==> config.mk <==
export PLATFORM = sky130hd
export DESIGN_NAME = axil_ctrl_bridge
export DESIGN_NICKNAME = d
export VERILOG_FILES = /design/src/rtl/axil_ctrl_bridge.sv
export SDC_FILE = /design/constraint.sdc
export NUM_CORES = 1
export LEC_CHECK = 0
export BUFFER_PORTS_ARGS = -buffer_cell sky130_fd_sc_hd__buf_2
export CORE_MARGIN = 2
export CORE_UTILIZATION = 48
export CTS_CLUSTER_SIZE = 14
export DETAILED_ROUTE_END_ITERATION = 7
export PLACE_DENSITY_LB_ADDON = 0.12
export SETUP_SLACK_MARGIN = 0.3
export SLEW_MARGIN = 0
export SYNTH_ARGS = -nofsm -noshare
export SYNTH_HDL_FRONTEND = slang
export SYNTH_SLANG_ARGS = --single-unit
==> constraint.sdc <==
create_clock -name clock -period 4.14 [get_ports clock]
set_clock_uncertainty 0.15 [all_clocks]
set_input_delay 0.207 -clock clock [delete_from_list [all_inputs] [get_ports clock]]
set_output_delay 0.207 -clock clock [all_outputs]
set_load 0.02 [all_outputs]
==> src/rtl/axil_ctrl_bridge.sv <==
// AXI4-Lite to single-beat AXI4 control bridge with address range check and
// bounded downstream response waits. Write and read paths run independently.
module axil_ctrl_bridge #(
  parameter int ADDR_W         = 25,
  parameter int TIMEOUT_CYCLES = 4096,
  parameter int CNT_W          = 16
) (
  input  logic              clock,
  input  logic              reset,
  input  logic              s_awvalid,
  output logic              s_awready,
  input  logic [31:0]       s_awaddr,
  input  logic              s_wvalid,
  output logic              s_wready,
  input  logic [31:0]       s_wdata,
  input  logic [3:0]        s_wstrb,
  output logic              s_bvalid,
  input  logic              s_bready,
  output logic [1:0]        s_bresp,
  input  logic              s_arvalid,
  output logic              s_arready,
  input  logic [31:0]       s_araddr,
  output logic              s_rvalid,
  input  logic              s_rready,
  output logic [31:0]       s_rdata,
  output logic [1:0]        s_rresp,
  output logic              m_awvalid,
  input  logic              m_awready,
  output logic [ADDR_W-1:0] m_awaddr,
  output logic [7:0]        m_awlen,
  output logic [2:0]        m_awsize,
  output logic [1:0]        m_awburst,
  output logic [11:0]       m_awid,
  output logic              m_wvalid,
  input  logic              m_wready,
  output logic [31:0]       m_wdata,
  output logic [3:0]        m_wstrb,
  output logic              m_wlast,
  input  logic              m_bvalid,
  output logic              m_bready,
  input  logic [1:0]        m_bresp,
  output logic              m_arvalid,
  input  logic              m_arready,
  output logic [ADDR_W-1:0] m_araddr,
  output logic [7:0]        m_arlen,
  output logic [2:0]        m_arsize,
  output logic [1:0]        m_arburst,
  output logic [11:0]       m_arid,
  input  logic              m_rvalid,
  output logic              m_rready,
  input  logic [31:0]       m_rdata,
  input  logic [1:0]        m_rresp,
  output logic [CNT_W-1:0]  timeout_count,
  output logic [1:0]        dbg_wr_state_o,
  output logic [1:0]        dbg_rd_state_o
);

  // Handshakes: a transfer happens on a rising clock when valid && ready; a
  // raised valid is never withdrawn before its transfer, and payload holds steady.
  localparam logic [1:0] W_IDLE = 2'd0, W_ISSUE = 2'd1, W_WAIT = 2'd2, W_BRESP = 2'd3;
  localparam logic [1:0] R_IDLE = 2'd0, R_ISSUE = 2'd1, R_WAIT = 2'd2, R_RESP  = 2'd3;
  localparam int TW = $clog2(TIMEOUT_CYCLES) + 1;
  localparam logic [TW-1:0] T_LAST = TW'(TIMEOUT_CYCLES - 1);

  logic [1:0]        w_state_q, w_state_d, r_state_q, r_state_d;
  logic              aw_held_q, aw_held_d, w_held_q, w_held_d, ar_held_q, ar_held_d;
  logic              aw_oor_q, aw_oor_d, ar_oor_q, ar_oor_d;
  logic              aw_done_q, aw_done_d, w_done_q, w_done_d;
  logic [ADDR_W-1:0] awaddr_q, awaddr_d, araddr_q, araddr_d;
  logic [31:0]       wdata_q, wdata_d, rdata_q, rdata_d;
  logic [3:0]        wstrb_q, wstrb_d;
  logic [1:0]        bresp_q, bresp_d, rresp_q, rresp_d;
  logic [TW-1:0]     w_timer_q, w_timer_d, r_timer_q, r_timer_d;
  logic [3:0]        w_orph_q, w_orph_d, r_orph_q, r_orph_d;
  logic [CNT_W-1:0]  tcnt_q, tcnt_d;
  logic [CNT_W:0]    tcnt_sum;
  logic              wr_to, rd_to;
  logic              aw_hs, w_hs, ar_hs;

  assign aw_hs = s_awvalid && s_awready;
  assign w_hs  = s_wvalid && s_wready;
  assign ar_hs = s_arvalid && s_arready;

  always_comb begin
    w_state_d = w_state_q;
    aw_held_d = aw_held_q;
    w_held_d  = w_held_q;
    aw_oor_d  = aw_oor_q;
    aw_done_d = aw_done_q;
    w_done_d  = w_done_q;
    awaddr_d  = awaddr_q;
    wdata_d   = wdata_q;
    wstrb_d   = wstrb_q;
    bresp_d   = bresp_q;
    w_timer_d = w_timer_q;
    w_orph_d  = w_orph_q;
    wr_to     = 1'b0;
    if (aw_hs) begin
      aw_held_d = 1'b1;
      awaddr_d  = s_awaddr[ADDR_W-1:0];
      aw_oor_d  = (s_awaddr >> ADDR_W) != 32'd0;
    end
    if (w_hs) begin
      w_held_d = 1'b1;
      wdata_d  = s_wdata;
      wstrb_d  = s_wstrb;
    end
    case (w_state_q)
      W_IDLE: begin
        if (aw_held_d && w_held_d) begin
          if (aw_oor_d) begin
            bresp_d   = 2'b11;
            aw_held_d = 1'b0;
            w_held_d  = 1'b0;
            w_state_d = W_BRESP;
          end else if (w_orph_q != 4'hF) begin
            aw_held_d = 1'b0;
            w_held_d  = 1'b0;
            aw_done_d = 1'b0;
            w_done_d  = 1'b0;
            w_state_d = W_ISSUE;
          end
        end
      end
      W_ISSUE: begin
        if (m_awvalid && m_awready) aw_done_d = 1'b1;
        if (m_wvalid && m_wready)   w_done_d  = 1'b1;
        if (aw_done_d && w_done_d) begin
          w_timer_d = '0;
          w_state_d = W_WAIT;
        end
      end
      W_WAIT: begin
        if (w_timer_q != '1) w_timer_d = w_timer_q + TW'(1);
        // A B seen while orphans are outstanding belongs to an older, abandoned burst.
        if (m_bvalid) begin
          if (w_orph_q != 4'd0) begin
            w_orph_d = w_orph_q - 4'd1;
          end else begin
            bresp_d   = m_bresp;
            w_state_d = W_BRESP;
          end
        end else if (w_timer_q >= T_LAST) begin
          bresp_d   = 2'b10;
          w_orph_d  = w_orph_q + 4'd1;
          wr_to     = 1'b1;
          w_state_d = W_BRESP;
        end
      end
      W_BRESP: begin
        if (s_bready) w_state_d = W_IDLE;
      end
      default: w_state_d = W_IDLE;
    endcase
    if (w_state_q != W_WAIT && m_bvalid && w_orph_q != 4'd0) w_orph_d = w_orph_q - 4'd1;
  end

  always_comb begin
    r_state_d = r_state_q;
    ar_held_d = ar_held_q;
    ar_oor_d  = ar_oor_q;
    araddr_d  = araddr_q;
    rdata_d   = rdata_q;
    rresp_d   = rresp_q;
    r_timer_d = r_timer_q;
    r_orph_d  = r_orph_q;
    rd_to     = 1'b0;
    if (ar_hs) begin
      ar_held_d = 1'b1;
      araddr_d  = s_araddr[ADDR_W-1:0];
      ar_oor_d  = (s_araddr >> ADDR_W) != 32'd0;
    end
    case (r_state_q)
      R_IDLE: begin
        if (ar_held_d) begin
          if (ar_oor_d) begin
            rresp_d   = 2'b11;
            rdata_d   = 32'h0;
            ar_held_d = 1'b0;
            r_state_d = R_RESP;
          end else if (r_orph_q != 4'hF) begin
            ar_held_d = 1'b0;
            r_state_d = R_ISSUE;
          end
        end
      end
      R_ISSUE: begin
        if (m_arready) begin
          r_timer_d = '0;
          r_state_d = R_WAIT;
        end
      end
      R_WAIT: begin
        if (r_timer_q != '1) r_timer_d = r_timer_q + TW'(1);
        if (m_rvalid) begin
          if (r_orph_q != 4'd0) begin
            r_orph_d = r_orph_q - 4'd1;
          end else begin
            rresp_d   = m_rresp;
            rdata_d   = m_rdata;
            r_state_d = R_RESP;
          end
        end else if (r_timer_q >= T_LAST) begin
          rresp_d   = 2'b10;
          rdata_d   = 32'h0;
          r_orph_d  = r_orph_q + 4'd1;
          rd_to     = 1'b1;
          r_state_d = R_RESP;
        end
      end
      R_RESP: begin
        if (s_rready) r_state_d = R_IDLE;
      end
      default: r_state_d = R_IDLE;
    endcase
    if (r_state_q != R_WAIT && m_rvalid && r_orph_q != 4'd0) r_orph_d = r_orph_q - 4'd1;
  end

  always_comb begin
    tcnt_sum = {1'b0, tcnt_q} + {{CNT_W{1'b0}}, wr_to} + {{CNT_W{1'b0}}, rd_to};
    tcnt_d   = tcnt_sum[CNT_W] ? '1 : tcnt_sum[CNT_W-1:0];
  end

  always_ff @(posedge clock) begin
    if (reset) begin
      w_state_q <= W_IDLE;
      r_state_q <= R_IDLE;
      aw_held_q <= 1'b0;
      w_held_q  <= 1'b0;
      ar_held_q <= 1'b0;
      aw_oor_q  <= 1'b0;
      ar_oor_q  <= 1'b0;
      aw_done_q <= 1'b0;
      w_done_q  <= 1'b0;
      awaddr_q  <= '0;
      araddr_q  <= '0;
      wdata_q   <= '0;
      wstrb_q   <= '0;
      rdata_q   <= '0;
      bresp_q   <= '0;
      rresp_q   <= '0;
      w_timer_q <= '0;
      r_timer_q <= '0;
      w_orph_q  <= '0;
      r_orph_q  <= '0;
      tcnt_q    <= '0;
    end else begin
      w_state_q <= w_state_d;
      r_state_q <= r_state_d;
      aw_held_q <= aw_held_d;
      w_held_q  <= w_held_d;
      ar_held_q <= ar_held_d;
      aw_oor_q  <= aw_oor_d;
      ar_oor_q  <= ar_oor_d;
      aw_done_q <= aw_done_d;
      w_done_q  <= w_done_d;
      awaddr_q  <= awaddr_d;
      araddr_q  <= araddr_d;
      wdata_q   <= wdata_d;
      wstrb_q   <= wstrb_d;
      rdata_q   <= rdata_d;
      bresp_q   <= bresp_d;
      rresp_q   <= rresp_d;
      w_timer_q <= w_timer_d;
      r_timer_q <= r_timer_d;
      w_orph_q  <= w_orph_d;
      r_orph_q  <= r_orph_d;
      tcnt_q    <= tcnt_d;
    end
  end

  assign s_awready = (w_state_q == W_IDLE) && !aw_held_q;
  assign s_wready  = (w_state_q == W_IDLE) && !w_held_q;
  assign s_bvalid  = (w_state_q == W_BRESP);
  assign s_bresp   = bresp_q;
  assign s_arready = (r_state_q == R_IDLE) && !ar_held_q;
  assign s_rvalid  = (r_state_q == R_RESP);
  assign s_rdata   = rdata_q;
  assign s_rresp   = rresp_q;

  assign m_awvalid = (w_state_q == W_ISSUE) && !aw_done_q;
  assign m_awaddr  = awaddr_q;
  assign m_awlen   = 8'd0;
  assign m_awsize  = 3'd2;
  assign m_awburst = 2'd1;
  assign m_awid    = 12'd0;
  assign m_wvalid  = (w_state_q == W_ISSUE) && !w_done_q;
  assign m_wdata   = wdata_q;
  assign m_wstrb   = wstrb_q;
  assign m_wlast   = 1'b1;
  assign m_bready  = (w_state_q == W_WAIT) || (w_orph_q != 4'd0);

  assign m_arvalid = (r_state_q == R_ISSUE);
  assign m_araddr  = araddr_q;
  assign m_arlen   = 8'd0;
  assign m_arsize  = 3'd2;
  assign m_arburst = 2'd1;
  assign m_arid    = 12'd0;
  assign m_rready  = (r_state_q == R_WAIT) || (r_orph_q != 4'd0);

  assign timeout_count  = tcnt_q;
  assign dbg_wr_state_o = w_state_q;
  assign dbg_rd_state_o = r_state_q;

endmodule

### Yosys cells after proc, flatten, opt, wreduce, memory -nomap -nowiden

Cells that the tools add are included.
Widths: inputs -> output; s select.

| word-level totals | value |
|---|---|
| bits in writable memories | 0 |
| memories kept | 0 |
| word-level logic and storage cells | 195 |
| output and inout port bits | 203 |
| ROM bits | 0 |
| bits in latches | 0 |
| register bits | 183 |

| cells by class | value |
|---|---|
| multiply operators | 0 |
| divide/modulo/power cells | 0 |
| shift operators | 0 |
| eq/ne operators | 32 |
| reductions and logical operators | 47 |
| $lt $le $gt $ge | 2 |
| bitwise operators | 0 |
| add/subtract/negate cells | 8 |
| multiplexer cells | 85 |

Operator list:

| operator | count |
|---|---|
| $mux 32 | 5 |
| $pmux 32 s2 | 1 |
| $reduce_bool 32->1 | 2 |
| $mux 13 | 4 |
| $mux 2 | 26 |
| $pmux 13 s2 | 2 |
| $mux 4 | 10 |
| $mux 1 | 30 |
| $add 13x1->13 const B | 2 |
| $ge 13x12->1 const B | 2 |
| $ne 13x13->1 const B | 2 |
| $ne 2x2->1 const B | 11 |
| $ne 3x3->1 const B | 6 |
| $add 16x1->17 | 1 |
| $add 17x1->17 | 1 |
| $logic_and 1x1->1 | 16 |
| $mux 16 | 1 |
| $pmux 2 s4 | 2 |
| $reduce_bool 2->1 | 7 |
| $reduce_and 3->1 | 4 |
| $reduce_and 6->1 | 2 |
| $reduce_and 5->1 | 2 |
| $add 4x1->4 const B | 2 |
| $eq 2x2->1 const B | 4 |
| other kinds (13) | 29 |

### Logic depth before layout (Yosys ltp)

| logic depth | value |
|---|---|
| depth in word-level cells | 8 |
| mapped depth | 13 |

### Least setup slack after synthesis

No wires, ideal clock.

| timing | value |
|---|---|
| path type | reg2reg |
| from | reg r_state_q[1], in the netlist dbg_rd_state_o[1] |
| to | reg tcnt_q[3], in the netlist timeout_count[3] |
| data required time | 3.920 ns |
| clock period less this slack | 2.981 ns |
| setup slack | 1.159 ns |
| data arrival time | 2.760 ns |
| stages on the path, launching flop included | 13 |
| cell sequence | dfxtp_1 -> ha_1 -> buf_2 -> inv_1 -> nor2_1 -> nand2_1 -> fa_1 -> inv_1 -> ha_1 -> nand3_1 -> or3_1 -> clkbuf_1 -> a21oi_1 |

| on the way | value |
|---|---|
| longest elaborated chain between the ends | 4 |

RTL lines:

| element | RTL line | RTL |
|---|---|---|
| start, declared | 65 | `logic [1:0] w_state_q, w_state_d, r_state_q, r_state_d;` |
| start signal, assigned | 249 | `r_state_q <= r_state_d;` |
| $eq 2x2->1 | 173 | `case (r_state_q)` |
| $mux 1 | 173 |  |
| $add 17x1->17 | 220 | `tcnt_sum = {1'b0, tcnt_q} + {{CNT_W{1'b0}}, wr_to} + {{CNT_W{1'b0}}, rd_to};` |
| $mux 16 | 221 | `tcnt_d = tcnt_sum[CNT_W] ? '1 : tcnt_sum[CNT_W-1:0];` |
| end signal, assigned | 268 | `tcnt_q <= tcnt_d;` |
| end, declared | 75 | `logic [CNT_W-1:0] tcnt_q, tcnt_d;` |

No other way between the ends.
A chain may end at the register's enable or synchronous reset.

### Worst setup path in the final report

| timing | value |
|---|---|
| from | reg r_state_q[0], in the netlist dbg_rd_state_o[0] |
| to | reg tcnt_q[1], in the netlist timeout_count[1] |

The elaborated chain is that of the path after synthesis.

==> summary.md <==
| Metric | Value |
|---|---|
| Relative contribution of the clock network to total power | `27.6%` |
| Number of maximum-capacitance constraint violations | `0` |
| Reg-to-reg critical path endpoint | `timeout_count[1]` |
| Clock transition at the registers of the reported paths | `0.07 ns` |
| Total number of yosys warnings | `0` |
| Die boundary width | `135 µm` |
| Maximum fanout along the worst path | `13` |
| Routed length per placed instance | `14.3 µm` |
| Worst Reg-to-Reg Cells | `11` |
| Slew Limit Fails | `0` |
| Total via count after detailed routing | `8151` |
| Synthesized instance count | `1006` |
| Period utilisation layout | `80.2%` |
| Die Outline Area | `18300 µm²` |
| Highest routing layer actually used | `met4` |
| CTS H-tree lvls | `4` |
| Port buffer count | `299` |
| Vias per inst | `4.97` |
| Critical Setup Path Class | `reg -> reg` |
| Vias in the first global route | `7645` |
| Setup repair bufs after CTS | `0` |
| Crit. Startpoint | `dbg_rd_state_o[0]` |
| Synthesized area per cell | `8.23 µm²` |
| Remaining global-route overflow | `0` |
| Final Net Count | `1567` |
| RSZ-0062 raised after global routing | `false` |
| Leakage power of the design | `5.12 nW` |
| Remaining design rule violation count | `0` |
| Timing-limited maximum frequency | `0.301 GHz` |
| Cts bufs inserted | `17` |
| Share of final-layout standard cells stronger than drive strength 1 | `25.0%` |
| Clock tree from TritonCTS | `yes` |
| Number of antenna violations at the first check in global routing | `1` |
| Post-layout power | `5.80 mW` |
| Launch instance of the worst min-delay path | `m_bvalid` |
| Proportion of synthesized flip-flops having asynchronous set or reset | `0%` |
| Maximum root-to-sink buffer count | `2` |
| Synthesized area | `8280 µm²` |
| Number of synthesized flops with an enable pin | `0` |
| Num Clock Sinks | `183` |
| Die Span Y | `135 µm` |
| Setup TNS | `0 ns` |
| Critical Path Sink Type | `flip-flop` |
| Path class of the lowest-slack min-delay path | `in -> reg` |
| Number of different library cells in the post-synthesis netlist | `68` |
| Fraction of the yosys area taken by sequential cells | `44.3%` |
| Part of the total power dissipated in sequential elements | `37.0%` |
| Number of rows created at floorplan | `48` |
| Worst vdd ir | `336 µV` |
| Area delta synth->final | `38.8%` |
| Capture point of the worst path | `timeout_count[1]` |
| Routed metal-1 wirelength | `10.0 mm` |
| Top_reg_cell synth | `dfxtp_1` |
| Fillers | `1410` |
| Status | `finished clean` |
| Initial core utilization | `48.5%` |
| Startpoint of the worst register-to-register path | `dbg_rd_state_o[0]` |
| Root buffer cell | `clkbuf_16` |
| Sort of element at the start of the critical path | `flip-flop` |
| First-pass GRT wire length | `36.8 mm` |
| Switching share of power | `37.2%` |
| Met2 Wirelength | `11.4 mm` |
| Min cycle time layout | `3.32 ns` |
| GR Util All Layers | `24.8%` |
| Worst-Skew Late Latency | `0.43 ns` |
| Data required time of the critical path | `4.34 ns` |
| Number of cells upsized or downsized after cts | `0` |
| Routability congestion estimate from global placement | `0.793` |
| Final setup violation count | `0` |
| Number of detailed-routing iterations run before antenna repair | `4` |
| Total wire length after detailed routing | `23.5 mm` |
| Sum of net half-perimeters after detailed placement | `15.2 mm` |
| Met3 routed WL | `1.36 mm` |
| # IOs | `351` |
| Fin. Hold Viols | `0` |
| Transition time at the pin with the least slew margin | `1.18 ns` |
| Max-slew headroom at the worst pin | `21.1%` |
| Crit path DAT | `3.52 ns` |
| Count of nets left with antenna violations after detail routing | `0` |
| Internal power consumption | `3.64 mW` |
| Number of DRC markers in iteration 0 | `527` |
| CTS hold repair buffers | `124` |
| Logic pwr share | `35.4%` |
| Number of flip-flops and latches in the synthesized netlist | `183` |
| Switching power | `2.16 mW` |
| Setup slack on the worst flop-to-flop path | `0.82 ns` |
| Largest net degree at the start of global routing | `78` |
| Std-Cell Core Area | `17100 µm²` |
| Power per standard cell area | `505 nW/µm²` |
[Yosys cell counts (8+ instances only)]
cell type  instances  share of area, %
o21ai_0           14              0.85
and3_1             8              0.60
dfxtp_1          183                44
nand3_1           20               1.2
nor2_1            45               2.0
a211oi_1           9              0.82
nand4_1            9              0.68
xor2_1            11               1.2
ha_1              16               2.4
buf_4             51               4.6
clkbuf_1          45               2.0
mux2i_1           36               4.4
nand2_1          267                12
nor2b_1           10              0.76
xnor2_1           20               2.1
nor3_1            14              0.85
inv_1             21              0.95
a21oi_1          118               7.1
[through the flow]
stage	setup slack (ns)	area [µm²]	hold WS [ns]	utilization, %	instances
finish	0.821	11500	0.0614	67.4	1641
global route	0.554	11500	0.0744	67.4	1641
detailed placement	0.823	9670	0.293	56.7	1484
floorplan	1.16	8460	0.193	-	1055
global placement	0.939	9670	0.288	56.7	1484
CTS	0.810	11500	0.0433	67.4	1640
[placed cells by master (no fill, tap or decap), types with 8 or more instances in the layout]
cell type	count
clkbuf_16	17
nor2b_1	10
o21ai_0	14
nand4_1	9
inv_1	21
a21oi_1	118
nand3_1	20
nor2_1	44
and3_1	8
nand2_1	267
ha_1	16
a211oi_1	9
conb_1	51
dfxtp_1	183
buf_2	298
nor3_1	14
xnor2_1	20
dlygate4sd3_1	124
buf_4	11
xor2_1	11
mux2i_1	36
[final cells by class]
type | count | area, µm² | share of cell area, %
sequential | 183 | 3660 | 31.9
clock inverter | 13 | 146 | 1.27
inverter | 22 | 82.6 | 0.719
multi-input combinational | 745 | 4070 | 35.4
timing repair buffer | 433 | 2820 | 24.5
antenna | 1 | 2.50 | 0.0218
clock buffer | 19 | 433 | 3.77
tap | 225 | 282 | 2.45
[state kept, by name (all words and copies together), names as in the netlist, 4 cells and up]
signal         cells
m_araddr          25
m_awaddr          25
m_wdata           32
m_wstrb            4
r_orph_q           4
r_timer_q         13
s_rdata           32
timeout_count     16
w_orph_q           4
w_timer_q         13
[power by group through the flow]
stage,clock network (mW),logic [mW],registers [mW]
6_report,1.60,2.05,2.15
5_1_grt,1.71,2.24,2.18
4_1_cts,1.64,2.04,2.14
3_5_place_dp,0,1.94,2.18
3_3_place_gp,0,1.94,2.17
2_1_floorplan,0,1.16,2.42
[cells by family after synthesis]
family                   Yosys count  synth area share [%]
AO/OA/AOI/OAI                    189                  13.6
XOR/XNOR                          31                  3.28
adder cells (fa/ha/maj)           17                  2.66
buffers and inverters            127                  8.93
flip-flops                       183                  44.3
multiplexers                      38                  4.63
other                              2                0.0907
AND/OR/NAND/NOR                  419                  22.6
[per-layer routing]
metal | vias to the layer above | global-route usage (%)
met5 | - | 0
met4 | 0 | 9.09
met3 | 42 | 6.14
met2 | 278 | 42.8
met1 | 3752 | 30.0
li1 | 4079 | -
[critical path: stages, from the launching register on]
cell and delay, ns:
dfxtp_1 0.35, inv_1 0.11, ha_1 0.39, inv_1 0.15, nor2_1 0.20, nand2_1 0.10, fa_1 0.45, inv_1 0.08
ha_1 0.24, nand3_1 0.19, or3_1 0.60, a21oi_1 0.23
[worst min-delay path by stage]
| stage | to | cells after the start |
|---|---|---|
| final | s_bresp[1] | 3 |
| after detailed placement | m_wdata[6] | 2 |
| after CTS | s_bresp[1] | 3 |
| after floorplan | m_araddr[0] | 2 |
| after global placement | m_araddr[9] | 2 |
| after global routing | s_bresp[1] | 3 |
Note: power is estimated with default switching activity, not from simulation.
